--- src/rtl/pipeline_hazard_ctrl_if.sv ---
// rtl/pipeline_hazard_ctrl_if.sv - ID/EX/DM hazard inputs and stall/flush/mul-div outputs of the hazard controller
interface pipeline_hazard_ctrl_if;
    logic [4:0] ID_Rs;
    logic [4:0] ID_Rt;
    logic       ID_UseRt;
    logic       ID_Branch;
    logic       ID_BranchTaken;
    logic       ID_Jump;
    logic       ID_UseHILO;
    logic       ID_MDStart;
    logic       ID_MDIsDiv;
    logic       ID_EX_MemRead;
    logic       ID_EX_RegWrite;
    logic [4:0] ID_EX_Write_register;
    logic       EX_DM_MemRead;
    logic [4:0] EX_DM_Write_register;
    logic       PC_Write;
    logic       IF_ID_Write;
    logic       IF_ID_Flush;
    logic       ID_EX_Flush;
    logic       MD_Start;
    logic       MD_Busy;
    logic       MD_Done;

    modport master (
        output ID_Rs, ID_Rt, ID_UseRt, ID_Branch, ID_BranchTaken, ID_Jump,
               ID_UseHILO, ID_MDStart, ID_MDIsDiv, ID_EX_MemRead, ID_EX_RegWrite,
               ID_EX_Write_register, EX_DM_MemRead, EX_DM_Write_register,
        input  PC_Write, IF_ID_Write, IF_ID_Flush, ID_EX_Flush, MD_Start, MD_Busy, MD_Done
    );

    modport slave (
        input  ID_Rs, ID_Rt, ID_UseRt, ID_Branch, ID_BranchTaken, ID_Jump,
               ID_UseHILO, ID_MDStart, ID_MDIsDiv, ID_EX_MemRead, ID_EX_RegWrite,
               ID_EX_Write_register, EX_DM_MemRead, EX_DM_Write_register,
        output PC_Write, IF_ID_Write, IF_ID_Flush, ID_EX_Flush, MD_Start, MD_Busy, MD_Done
    );
endinterface

--- src/rtl/pipeline_hazard_ctrl.sv ---
// rtl/pipeline_hazard_ctrl.sv - MIPS stall/flush scheduler and HI/LO mul-div sequencer
// Optional HAZARD_PERF_CNT_EN adds Stall_Cycles / Flush_Count counters.
module pipeline_hazard_ctrl #(
    parameter int MUL_LAT = 4,
    parameter int DIV_LAT = 32,
    parameter int CW      = 6
) (
    input  logic                  clk,
    input  logic                  reset,
    pipeline_hazard_ctrl_if.slave hz
`ifdef HAZARD_PERF_CNT_EN
    ,
    output logic [31:0]           Stall_Cycles,
    output logic [31:0]           Flush_Count
`endif
);
    typedef enum logic {IDLE = 1'b0, BUSY = 1'b1} md_state_t;

    localparam logic [CW-1:0] MUL_LOAD = CW'(MUL_LAT - 1);
    localparam logic [CW-1:0] DIV_LOAD = CW'(DIV_LAT - 1);

    md_state_t     state_q, state_d;
    logic [CW-1:0] count_q, count_d;

    logic rs_ex, rt_ex, rs_dm, rt_dm;
    logic load_use, br_ex, br_dm, md_hold, stall;
    logic redirect, md_start, md_done;

    assign rs_ex = (hz.ID_EX_Write_register != 5'd0) && (hz.ID_EX_Write_register == hz.ID_Rs);
    assign rt_ex = (hz.ID_EX_Write_register != 5'd0) && (hz.ID_EX_Write_register == hz.ID_Rt) && hz.ID_UseRt;
    assign rs_dm = (hz.EX_DM_Write_register != 5'd0) && (hz.EX_DM_Write_register == hz.ID_Rs);
    assign rt_dm = (hz.EX_DM_Write_register != 5'd0) && (hz.EX_DM_Write_register == hz.ID_Rt) && hz.ID_UseRt;

    // Load followed by a dependent branch falls out as br_ex then br_dm, two stall cycles with no extra state.
    assign load_use = hz.ID_EX_MemRead && (rs_ex || rt_ex);
    assign br_ex    = hz.ID_Branch && hz.ID_EX_RegWrite && (rs_ex || rt_ex);
    assign br_dm    = hz.ID_Branch && hz.EX_DM_MemRead && (rs_dm || rt_dm);
    assign md_hold  = (state_q == BUSY) && (hz.ID_UseHILO || hz.ID_MDStart);
    assign stall    = reset && (load_use || br_ex || br_dm || md_hold);
    assign redirect = reset && !stall && ((hz.ID_Branch && hz.ID_BranchTaken) || hz.ID_Jump);

    always_comb begin
        state_d  = state_q;
        count_d  = count_q;
        md_start = 1'b0;
        md_done  = 1'b0;
        case (state_q)
            IDLE: begin
                if (reset && hz.ID_MDStart && !stall) begin
                    md_start = 1'b1;
                    state_d  = BUSY;
                    count_d  = hz.ID_MDIsDiv ? DIV_LOAD : MUL_LOAD;
                end
            end
            BUSY: begin
                if (count_q == '0) begin
                    md_done = 1'b1;
                    state_d = IDLE;
                end else begin
                    count_d = count_q - 1'b1;
                end
            end
            default: state_d = IDLE;
        endcase
    end

    always_ff @(posedge clk or negedge reset) begin
        if (!reset) begin
            state_q <= IDLE;
            count_q <= '0;
        end else begin
            state_q <= state_d;
            count_q <= count_d;
        end
    end

    assign hz.PC_Write    = !stall;
    assign hz.IF_ID_Write = !stall;
    assign hz.ID_EX_Flush = stall;
    assign hz.IF_ID_Flush = redirect;
    assign hz.MD_Start    = md_start;
    assign hz.MD_Busy     = (state_q == BUSY);
    assign hz.MD_Done     = md_done;

`ifdef HAZARD_PERF_CNT_EN
    always_ff @(posedge clk or negedge reset) begin
        if (!reset) begin
            Stall_Cycles <= '0;
            Flush_Count  <= '0;
        end else begin
            if (stall)    Stall_Cycles <= Stall_Cycles + 32'd1;
            if (redirect) Flush_Count  <= Flush_Count + 32'd1;
        end
    end
`endif
endmodule
--- src/flat_wrapper.sv ---
// flat-port wrapper written by rule: the top's interface ports become plain ports
module pipeline_hazard_ctrl_flat 
#(
    parameter int MUL_LAT = 4,
    parameter int DIV_LAT = 32,
    parameter int CW      = 6
)
  (clk, reset, hz_ID_Rs, hz_ID_Rt, hz_ID_UseRt, hz_ID_Branch, hz_ID_BranchTaken, hz_ID_Jump, hz_ID_UseHILO, hz_ID_MDStart, hz_ID_MDIsDiv, hz_ID_EX_MemRead, hz_ID_EX_RegWrite, hz_ID_EX_Write_register, hz_EX_DM_MemRead, hz_EX_DM_Write_register, hz_PC_Write, hz_IF_ID_Write, hz_IF_ID_Flush, hz_ID_EX_Flush, hz_MD_Start, hz_MD_Busy, hz_MD_Done);
  pipeline_hazard_ctrl_if hz_i ();
  input  logic clk;
  input  logic reset;
  input wire logic [$bits(hz_i.ID_Rs)-1:0] hz_ID_Rs;
  input wire logic [$bits(hz_i.ID_Rt)-1:0] hz_ID_Rt;
  input wire logic [$bits(hz_i.ID_UseRt)-1:0] hz_ID_UseRt;
  input wire logic [$bits(hz_i.ID_Branch)-1:0] hz_ID_Branch;
  input wire logic [$bits(hz_i.ID_BranchTaken)-1:0] hz_ID_BranchTaken;
  input wire logic [$bits(hz_i.ID_Jump)-1:0] hz_ID_Jump;
  input wire logic [$bits(hz_i.ID_UseHILO)-1:0] hz_ID_UseHILO;
  input wire logic [$bits(hz_i.ID_MDStart)-1:0] hz_ID_MDStart;
  input wire logic [$bits(hz_i.ID_MDIsDiv)-1:0] hz_ID_MDIsDiv;
  input wire logic [$bits(hz_i.ID_EX_MemRead)-1:0] hz_ID_EX_MemRead;
  input wire logic [$bits(hz_i.ID_EX_RegWrite)-1:0] hz_ID_EX_RegWrite;
  input wire logic [$bits(hz_i.ID_EX_Write_register)-1:0] hz_ID_EX_Write_register;
  input wire logic [$bits(hz_i.EX_DM_MemRead)-1:0] hz_EX_DM_MemRead;
  input wire logic [$bits(hz_i.EX_DM_Write_register)-1:0] hz_EX_DM_Write_register;
  output wire logic [$bits(hz_i.PC_Write)-1:0] hz_PC_Write;
  output wire logic [$bits(hz_i.IF_ID_Write)-1:0] hz_IF_ID_Write;
  output wire logic [$bits(hz_i.IF_ID_Flush)-1:0] hz_IF_ID_Flush;
  output wire logic [$bits(hz_i.ID_EX_Flush)-1:0] hz_ID_EX_Flush;
  output wire logic [$bits(hz_i.MD_Start)-1:0] hz_MD_Start;
  output wire logic [$bits(hz_i.MD_Busy)-1:0] hz_MD_Busy;
  output wire logic [$bits(hz_i.MD_Done)-1:0] hz_MD_Done;
  assign hz_i.ID_Rs = hz_ID_Rs;
  assign hz_i.ID_Rt = hz_ID_Rt;
  assign hz_i.ID_UseRt = hz_ID_UseRt;
  assign hz_i.ID_Branch = hz_ID_Branch;
  assign hz_i.ID_BranchTaken = hz_ID_BranchTaken;
  assign hz_i.ID_Jump = hz_ID_Jump;
  assign hz_i.ID_UseHILO = hz_ID_UseHILO;
  assign hz_i.ID_MDStart = hz_ID_MDStart;
  assign hz_i.ID_MDIsDiv = hz_ID_MDIsDiv;
  assign hz_i.ID_EX_MemRead = hz_ID_EX_MemRead;
  assign hz_i.ID_EX_RegWrite = hz_ID_EX_RegWrite;
  assign hz_i.ID_EX_Write_register = hz_ID_EX_Write_register;
  assign hz_i.EX_DM_MemRead = hz_EX_DM_MemRead;
  assign hz_i.EX_DM_Write_register = hz_EX_DM_Write_register;
  assign hz_PC_Write = hz_i.PC_Write;
  assign hz_IF_ID_Write = hz_i.IF_ID_Write;
  assign hz_IF_ID_Flush = hz_i.IF_ID_Flush;
  assign hz_ID_EX_Flush = hz_i.ID_EX_Flush;
  assign hz_MD_Start = hz_i.MD_Start;
  assign hz_MD_Busy = hz_i.MD_Busy;
  assign hz_MD_Done = hz_i.MD_Done;
  pipeline_hazard_ctrl #(.MUL_LAT(MUL_LAT), .DIV_LAT(DIV_LAT), .CW(CW)) u_core (.clk(clk), .reset(reset), .hz(hz_i));
endmodule
--- config.mk ---
export PLATFORM = sky130hd
export DESIGN_NAME = pipeline_hazard_ctrl_flat
export DESIGN_NICKNAME = d
export VERILOG_FILES = /design/src/rtl/pipeline_hazard_ctrl_if.sv /design/src/rtl/pipeline_hazard_ctrl.sv /design/src/flat_wrapper.sv
export SDC_FILE = /design/constraint.sdc
export NUM_CORES = 1
export LEC_CHECK = 0
export ABC_AREA = 1
export BUFFER_PORTS_ARGS = -buffer_cell sky130_fd_sc_hd__buf_2
export CAP_MARGIN = 40
export CORE_MARGIN = 2
export CORE_UTILIZATION = 45
export DETAILED_ROUTE_END_ITERATION = 8
export PLACE_DENSITY = 0.89
export SKIP_LAST_GASP = 1
export SLEW_MARGIN = 20
export SYNTH_ARGS = -nofsm -noshare
export SYNTH_HDL_FRONTEND = slang
export SYNTH_SLANG_ARGS = --single-unit
--- constraint.sdc ---
create_clock -name clk -period 2 [get_ports clk]
set_input_delay 0 -clock clk [delete_from_list [all_inputs] [get_ports clk]]
set_output_delay 0 -clock clk [all_outputs]
set_load 0.01 [all_outputs]
# --- After elaboration in Yosys (flattened, before gate mapping) ---
# Index checks and enable logic that the tools add are counted.
# Widths: inputs -> output; s select.
totals:
  elab_cells: 50
  regBits: 7
  output_inout_bits: 7
  in_bits: 32
op_classes:
  n_mux: 10
  n_addsub: 1
  eq_ne: 6
  reduce_logical: 30
  bitwise_logic: 1
ops:
  columns: ["op", "n"]
  rows:
  - ["$eq 5x5->1", 4]
  - ["$logic_and 1x1->1", 18]
  - ["$mux 6", 2]
  - ["$pmux 6 s2", 1]
  - ["$reduce_bool 5->1", 2]
  - ["$logic_or 1x1->1", 7]
  - ["$logic_not 6->1", 1]
  - ["$sub 6x1->6 const B", 1]
  - ["$mux 1", 5]
  - ["$mux 5", 1]
  - ["$ne 2x1->1 const B", 1]
  - ["$ne 2x2->1 const B", 1]
  - ["$pmux 1 s2", 1]
  - ["$reduce_and 2->1", 1]
  - ["$logic_not 1->1", 1]
  - ["$not 1->1", 1]

# --- Logic depth before layout (Yosys ltp) ---
# Gate-level depths: netlist of run 1.
depth:
  depth_word: 13
  depth_mapped: 11
  depth_no_buf: 11

# --- Worst setup path after synthesis of run 1 ---
# OpenSTA, ideal clock, no wires.
synth_path:
  path_kind: "reg-to-reg"
  start: "register u_core.count_q[0]"
  end: "register u_core.count_q[1]"
  n_path_buf: 0
  t_arrival_ns: 1.351
  period_less_slack_ns: 1.468
  required_ns: 1.883
  path_stages_with_launch: 12
  setup_time_ns: 0.117
  setup_slack_ns: 0.532
  cell_sequence: "dfrtp_1 -> inv_1 -> ha_1 -> inv_1 -> nor2_1 -> nand2_1 -> nor2_1 -> nand2_1 -> nand2_1 -> nand2_4 -> nand2_1 -> nand2_1"
synth_via:
  elab_chain_cells: 3
  word_cells_on_any_way: 6
  cone_classes: "add/sub: 1; eq/ne: 1; mux: 2; reduce/logical: 2"
synth_rtl:
  columns: ["element", "line", "text"]
  rows:
  - ["start, declared", "pipeline_hazard_ctrl.sv:23", "logic [CW-1:0] count_q, count_d;"]
  - ["start signal, assigned", "pipeline_hazard_ctrl.sv:73", "count_q <= count_d;"]
  - ["$sub 6x1->6 / $logic_not 6->1 (equally long branches)", "pipeline_hazard_ctrl.sv:60, pipeline_hazard_ctrl.sv:56", null]
  - ["$mux 6 / $ne 2x2->1 (equally long branches)", null, null]
  - ["$pmux 6 s2 / $reduce_and 2->1 (equally long branches)", null, null]
# Several ways; a longest one is shown, not always the timed one. The select of a mux whose other input is x is not followed.
# A chain may end at the register's enable or synchronous reset.

# --- Final worst setup path of run 1 ---
layout_path:
  start: "register u_core.count_q[0]"
  end: "register u_core.count_q[4]"
# The elaborated chain is that of the path after synthesis.

==> impl_metrics.ini, run 1 <==
[sta]
finalSetupViolCount = 0
fin_tns_setup_ns = 0
period_minus_slack_ns = 1.68
rsz0062_at_grt = false
hold_slack_ns = 0.128
max_freq_mhz = 596
hold_viol_final = 0
worst_clock_skew_ns = 0.00396
final_max_slew_viol_count = 0
timing.final.crit_share_pct = 83.9
worst_pin_slew_ns = 0.253
finalWorstSetupSlack_ns = 0.322
max_slew_margin_pct = 83.1

[die]
die_area_um2 = 2310
ioPinCount = 39
fp-row-count = 15
die_x_um = 48.1
dieHeight_um = 48.1
coreArea_um2 = 1780
initial_utilization_pct = 49.1

[cells_and_area]
nFillCells = 170
areaGrowthSynthToFinish_pct = 28.6
diodes = 0
drive_gt1_share_pct = 26.3
multi_input_area_um2 = 579
regArea_um2 = 175
final_cell_mix = nand2_1 (59), buf_2 (38), inv_1 (26)
num-nets-final = 232
design_area_um2 = 1120
final_common_cell = nand2_1

[setup_path]
cp-startpoint = u_core.count_q[0]
critPathSlowestCell = dfrtp_1
crit-reg2reg-launch = u_core.count_q[0]
worst-r2r-setup-slack_ns = 0.32
end_kind = flip-flop
worst-path-max-fanout = 7
timing.rr.end = u_core.count_q[4]
critPathMaxStageDelay_ns = 0.39
cp.depth = 11
path_class = reg -> reg
crit_end = u_core.count_q[4]
cp_cell_sequence = inv_1 -> ha_1 -> inv_1 -> nor2_1 -> nand2_1 -> nor2_1 -> nand2_1 -> nand2_1 -> nand2_4 -> nand2_1 -> nand2_1
arrival_ns = 1.80
startpoint_type = flip-flop
path_buf_inv = 2
critPathRequiredTime_ns = 2.13
crit_path_frequent_cell = nand2_1
r2r_cells = 11
cp_top_family = simple AND/OR/NAND/NOR gates

[clock_tree]
htreeDepth = 1
cts_tree = done
cts_buffers = 3
path_clk_slew_ns = 0.05
post_cts_buffers = 0
cts.sinks = 7
cts-root-buf = clkbuf_4
clockBufferDepth = 2
insertion_delay_ns = 0.24

[pwr]
peakVddDrop_v = 0.000531
p_per_area_nw_per_um2 = 890
p_leak_nw = 0.722
p_sw_mw = 0.485
switching_share_pct = 48.4
clock_power_share_pct = 12.2
comb_power_share_pct = 59.2
seq_power_share_pct = 28.6
power.internal_mw = 0.517

[synth]
syn_avg_cell_area_um2 = 5.61
yosys_warnings = 0
synth_xor_xnor_area_share_pct = 8.01
synth-seq-area-share_pct = 20.0
synth_fp_nets = 189
synthAdderAreaFrac_pct = 1.43
synth_area_um2 = 875
yosys.area_share.simple_pct = 49.1
muxShareOfSynthArea_pct = 0
synth_cell_types = 22
synth_compound_area_share_pct = 7.73
synth_top_family_by_area = simple AND/OR/NAND/NOR gates
ys_ff_latch = 7
synth_cells = 156

[global_routing]
grt_first_pass_wirelength_um = 3330
antenna_found_initial = 0
globalRouteOverflowTotal = 0
grt_pass1_vias = 821
grt_start_max_net_pins = 11
grt_util_all_layers_pct = 20.0

[run]
drv_cap = 0

[routing]
drc = 0
drt_pass1_iterations = 4
routed_wirelength_um = 2170
vias = 1048
first_iter_violations = 39
routedWlPerCell_um = 9.73
avgViaCountPerCell = 4.70
ant_nets = 0

[min_path]
min_from = hz_ID_MDIsDiv
hold_class = in -> reg

[place]
io_buffers = 38
hpwlAfterDp_um = 1800
pre_cts_slack_ns = 0.362
place_congestion = 0.918
dpl_cell_area_um2 = 1090

[run_status]
status = finished clean
[cell families (layout without fill, tap and decap cells)]
family          count (synthesis)  count (layout)
simple gates                   98              98
buf+inv                        31              73
compound gates                 11              11
xor+xnor                        8               8
flops                           7               7
fa+ha+maj                       1               1
[sequential cells by signal, summed over array words and instances, names as in the netlist]
signal and flops:
u_core.hz.MD_Busy 1, u_core.count_q 6
[power groups by stage]
stage	clock network, mW	logic [mW]	registers [mW]
global route	0.134	0.684	0.296
global placement	0	0.559	0.281
CTS	0.128	0.586	0.284
finish	0.123	0.592	0.286
floorplan	0	0.425	0.273
detailed placement	0	0.579	0.286
[worst register-to-register path, cell delays in order, from the launching register on]
cell,delay (ns)
dfrtp_1,0.39
inv_1,0.10
ha_1,0.17
inv_1,0.04
nor2_1,0.14
nand2_1,0.08
nor2_1,0.12
nand2_1,0.08
nand2_1,0.20
nand2_4,0.11
nand2_1,0.07
nand2_1,0.05
[what timing repair did]
item	in CTS	in global routing
resized for setup	0	0
endpoints found under the hold margin	7	0
hold buffers	1	0
[metal layers]
metal  track usage, %  up-vias  wire length (µm)
li1                 -      555                 -
met5                0        -                 0
met4             3.24        0                 0
met1             28.8      452              1030
met2             33.3       41              1020
met3             1.51        0               120
[layout make-up]
class | instances | share of cell area (%)
timing repair buffer | 39 | 17.8
clock buffer | 4 | 2.34
sequential | 7 | 15.6
inverter | 30 | 10.0
multi-input combinational | 118 | 51.5
tap | 25 | 2.78
[metrics by stage]
stage	utilization [%]	std cells	power [mW]
final	63.1	223	1.00
after global routing	63.1	223	1.11
after CTS	63.1	223	0.997
after detailed placement	61.1	218	0.866
after global placement	61.1	218	0.840
after floorplan	-	156	0.698
[worst min path at each step]
stage | cells past startpoint | slack (ns) | to
2_1_floorplan | 0 | -0.30 | u_core.count_q[0]
3_3_place_gp | 1 | -0.14 | u_core.count_q[5]
3_5_place_dp | 1 | -0.13 | u_core.count_q[5]
4_1_cts | 5 | 0.12 | u_core.count_q[3]
5_1_grt | 5 | 0.16 | u_core.count_q[3]
6_report | 5 | 0.13 | u_core.count_q[2]
[synthesized netlist by cell type (all sizes together)]
| master | instances | area share (%) |
|---|---|---|
| nand4 | 3 | 3.9 |
| a21oi | 3 | 3.0 |
| xnor2 | 2 | 2.0 |
| nor2 | 20 | 8.9 |
| ha | 1 | 1.4 |
| o22ai | 1 | 0.72 |
| xor2 | 6 | 6.0 |
| buf | 1 | 0.86 |
| nand2 | 62 | 28 |
| dfrtp | 7 | 20 |
| inv | 30 | 13 |
| nand3 | 12 | 7.4 |
| o21ai | 7 | 4.0 |
| nor3b | 1 | 0.86 |
Note: power is estimated with default switching activity, not from simulation.
==> run 2: changes to the inputs <==
CORE_UTILIZATION = 42   (was 45)
PLACE_DENSITY = 0.87   (was 0.89)
clock period = 1.5 ns   (was 2 ns; I/O delays follow)
==> impl_metrics.ini, run 2 (synthesis gave the netlist of run 1 again) <==
[setup_path]
critPathSlowestCell = dfrtp_1
critPathMaxStageDelay_ns = 0.38
worst-path-max-fanout = 2
timing.rr.end = u_core.count_q[5]
cp_cell_sequence = inv_2 -> ha_4 -> inv_2 -> nor2_2 -> nand2_1 -> nor2_2 -> nand2_2 -> buf_6 -> nor2_4 -> buf_6
cp.depth = 10
path_buf_inv = 4
path_class = reg -> out
arrival_ns = 1.53
cp-startpoint = u_core.count_q[0]
end_kind = primary output
worst-r2r-setup-slack_ns = 0.05
critPathRequiredTime_ns = 1.50
crit_end = hz_MD_Done
cp_top_family = simple AND/OR/NAND/NOR gates
r2r_cells = 11
startpoint_type = flip-flop
crit-reg2reg-launch = u_core.count_q[0]

[clock_tree]
cts_buffers = 3
insertion_delay_ns = 0.25
htreeDepth = 1
cts.sinks = 7
path_clk_slew_ns = 0.05
clockBufferDepth = 2
cts-root-buf = clkbuf_4
cts_tree = done

[routing]
ant_nets = 0
routedWlPerCell_um = 9.84
avgViaCountPerCell = 4.67
vias = 1097
first_iter_violations = 19
drc = 0
drt_pass1_iterations = 4
routed_wirelength_um = 2310

[cells_and_area]
final_cell_mix = nand2_1 (57), buf_2 (37), inv_1 (23)
diodes = 0
largest_register_ffs = 6
largest_register = u_core.count_q
drive_gt1_share_pct = 34.6
nFillCells = 196
num-nets-final = 242
areaGrowthSynthToFinish_pct = 42.6
design_area_um2 = 1250
final_common_cell = nand2_1

[place]
hpwlAfterDp_um = 1850
dpl_cell_area_um2 = 1140
io_buffers = 38
place_congestion = 0.847
pre_cts_slack_ns = -0.0595

[pwr]
p_sw_mw = 0.744
p_leak_nw = 0.772
comb_power_share_pct = 67.0
clock_power_share_pct = 10.1
peakVddDrop_v = 0.00108
switching_share_pct = 46.1
p_per_area_nw_per_um2 = 1290
seq_power_share_pct = 22.9
power.internal_mw = 0.868
power_mw = 1.61

[die]
die_area_um2 = 2460
initial_utilization_pct = 44.6
coreArea_um2 = 1960
fp-row-count = 16
ioPinCount = 39
dieHeight_um = 49.6
die_x_um = 49.6

[sta]
timing.final.crit_share_pct = 102
hold_viol_final = 0
rsz0062_at_grt = true
worst_clock_skew_ns = 0.00134
period_minus_slack_ns = 1.53
final_max_slew_viol_count = 0
max_slew_margin_pct = 84.2
worst_pin_slew_ns = 0.236
finalWorstSetupSlack_ns = -0.0334
finalSetupViolCount = 1
max_freq_mhz = 652

[global_routing]
grt_first_pass_wirelength_um = 3900
grt_start_max_net_pins = 11
grt_util_all_layers_pct = 19.8
antenna_found_initial = 0
globalRouteOverflowTotal = 0
grt_pass1_vias = 997

[run]
drv_cap = 0

[run_status]
status = finished with violations
violations = negative setup slack

[min_path]
hold_class = in -> reg
[run 2: timing repair]
action                                  CTS  global route
pin swaps                                 5             5
setup buffers                             1             3
endpoints found under the hold margin     7             0
hold buffers                              1             0
gates resized for setup                   6             8
endpoints found under the setup margin    7             9
[run 2: worst min path at each step]
stage | to | slack [ns] | start | depth (start not counted)
after floorplan | u_core.count_q[0] | -0.30 | reset | 0
after global placement | u_core.count_q[3] | -0.13 | reset | 1
after detailed placement | u_core.count_q[4] | -0.13 | reset | 1
after CTS | u_core.count_q[3] | 0.12 | hz_ID_MDIsDiv | 5
after global routing | u_core.count_q[0] | 0.16 | reset | 2
final | u_core.count_q[3] | 0.12 | hz_ID_MDIsDiv | 5
[run 2: final cells by class]
type	count	area [µm²]	area share (%)
Multi-Input combinational cell	118	614	49.2
Timing Repair Buffer	49	285	22.9
Inverter	30	113	9.03
Sequential cell	7	175	14.0
Clock buffer	4	26.3	2.11
Tap cell	27	33.8	2.71
[run 2: metrics by stage]
stage          hold slack, ns  utilization, %  std cells  setup TNS [ns]
4_1_cts                 0.117            60.9        232          -0.203
6_report                0.122            63.6        235         -0.0334
2_1_floorplan          -0.296               -        156               0
5_1_grt                 0.158            63.6        235          -0.552
3_5_place_dp           -0.129            57.9        226          -0.227
3_3_place_gp           -0.128            57.9        226               0
[run 2: worst min-delay path: stages]
cell and delay [ns]:
buf_2 0.07, nand2_1 0.08, nand2_1 0.08, nand2_1 0.05
nand2_1 0.05
[run 2: metal layers]
| layer | up-vias | wire, µm | global-route usage, % |
|---|---|---|---|
| li1 | 576 | - | - |
| met1 | 475 | 983 | 23.0 |
| met2 | 40 | 1140 | 36.4 |
| met3 | 6 | 131 | 2.73 |
| met4 | 0 | 55 | 6.94 |
| met5 | - | 0 | 0 |
[run 2: power groups by stage]
stage	clock (mW)	sequential (mW)	combinational, mW
finish	0.163	0.369	1.08
global route	0.178	0.384	1.23
CTS	0.172	0.365	0.969
detailed placement	0	0.359	0.900
global placement	0	0.352	0.894
floorplan	0	0.363	0.567
==> run 3: changes to the inputs <==
RECOVER_POWER = 100   (was unset)
==> impl_metrics.ini, run 3 (synthesis gave the netlist of run 1 again) <==
[run_status]
status = finished with violations
violations = negative setup slack

[setup_path]
r2r_cells = 11
worst-path-max-fanout = 2
end_kind = primary output
cp_cell_sequence = inv_2 -> ha_4 -> inv_2 -> nor2_2 -> nand2_1 -> nor2_2 -> nand2_2 -> buf_6 -> nor2_4 -> buf_6
cp-startpoint = u_core.count_q[0]
arrival_ns = 1.53
critPathRequiredTime_ns = 1.50
critPathMaxStageDelay_ns = 0.38
timing.rr.end = u_core.count_q[5]
critPathSlowestCell = dfrtp_1
startpoint_type = flip-flop
path_class = reg -> out
crit_end = hz_MD_Done
worst-r2r-setup-slack_ns = 0.05
crit-reg2reg-launch = u_core.count_q[0]

[global_routing]
antenna_found_initial = 0
globalRouteOverflowTotal = 0
grt_start_max_net_pins = 11
grt_first_pass_wirelength_um = 3900
grt_util_all_layers_pct = 19.8
grt_pass1_vias = 997

[sta]
finalWorstSetupSlack_ns = -0.0335
max_slew_margin_pct = 62.2
rsz0062_at_grt = true
finalSetupViolCount = 1
period_minus_slack_ns = 1.53
worst_clock_skew_ns = 0.00130
timing.final.crit_share_pct = 102
fin_tns_setup_ns = -0.0335
worst_pin_slew_ns = 0.567
hold_viol_final = 0
final_max_slew_viol_count = 0
max_freq_mhz = 652
hold_slack_ns = 0.123

[routing]
routed_wirelength_um = 2310
dr.max_layer_used = met4
vias = 1097
avgViaCountPerCell = 4.67
ant_nets = 0
dr_wl_met2_um = 1140
met1_length_um = 984
drt_pass1_iterations = 4
drc = 0
first_iter_violations = 25
routedWlPerCell_um = 9.85
wl_met3_um = 132

[cells_and_area]
fin_cells = 235
largest_register_ffs = 6
diodes = 0
num-nets-final = 242
areaGrowthSynthToFinish_pct = 42.2
final_cell_mix = nand2_1 (57), buf_2 (34), inv_1 (23)
drive_gt1_share_pct = 33.2
largest_register = u_core.count_q
final_common_cell = nand2_1

[clock_tree]
cts-root-buf = clkbuf_4
cts.sinks = 7
cts_buffers = 3
cts_tree = done
path_clk_slew_ns = 0.05
htreeDepth = 1
insertion_delay_ns = 0.25
clockBufferDepth = 2

[place]
placed_cells = 226
io_buffers = 38
hpwlAfterDp_um = 1850
place_congestion = 0.847

[min_path]
hold_class = in -> reg

[die]
die_x_um = 49.6
ioPinCount = 39
initial_utilization_pct = 44.6
dieHeight_um = 49.6
die_area_um2 = 2460
coreArea_um2 = 1960
fp-row-count = 16

[pwr]
peakVddDrop_v = 0.00105
p_leak_nw = 0.765
p_per_area_nw_per_um2 = 1290

[run]
drv_cap = 0
## run 3: changes by cell type in the layout (fill, tap and decap cells not counted), sizes merged
cell / previous run / this run
buf: 48 / 45
clkbuf: 4 / 7
## run 3: layout make-up
type                       count  area, µm²
fill                         197        718
multi-input combinational    118        614
timing repair buffer          49        282
sequential                     7        175
inverter                      30        113
tap                           27       33.8
clock buffer                   4       26.3
## run 3: worst min-delay path by stage
stage	cells past startpoint	endpoint	start
global placement	1	u_core.count_q[3]	reset
CTS	5	u_core.count_q[3]	hz_ID_MDIsDiv
detailed placement	1	u_core.count_q[4]	reset
finish	5	u_core.count_q[3]	hz_ID_MDIsDiv
floorplan	0	u_core.count_q[0]	reset
global route	3	u_core.hz.MD_Busy	hz_ID_MDStart
## run 3: worst max-delay path: cells and delay by family, from the launching register on
kind          cells  cell delay, ns
buf+inv           4            0.33
flops             1            0.38
fa+ha+maj         1            0.14
simple gates      5            0.42
## run 3: what timing repair did
action | 4_1_cts | 5_1_grt
hold buffers | 1 | 0
pin swaps | 5 | 5
resized for setup | 6 | 8
setup endpoints to repair | 7 | 9
endpoints found under the hold margin | 7 | 0
buffers inserted | 1 | 3
## run 3: layer usage
layer	up-vias	global-route usage [%]
met3	6	2.73
met4	0	6.94
met1	475	23.0
met5	-	0
li1	576	-
met2	40	36.4
## run 3: report_power, final
part | switching [mW] | leakage (nW) | total, mW | internal, mW
combinational | 0.601 | 0.666 | 1.08 | 0.476
sequential | 0.0816 | 0.0848 | 0.369 | 0.288
clock | 0.0619 | 0.0150 | 0.163 | 0.101
## run 3: through the flow
step           utilization (%)  power, mW  cell area [µm²]  setup WS, ns
6_report                  63.4       1.61             1240       -0.0335
5_1_grt                   63.4       1.79             1240        -0.125
4_1_cts                   60.9       1.51             1190        -0.101
3_5_place_dp              57.9       1.26             1140       -0.0595
3_3_place_gp              57.9       1.25             1140        0.0229
2_1_floorplan                -      0.930              875        0.0322
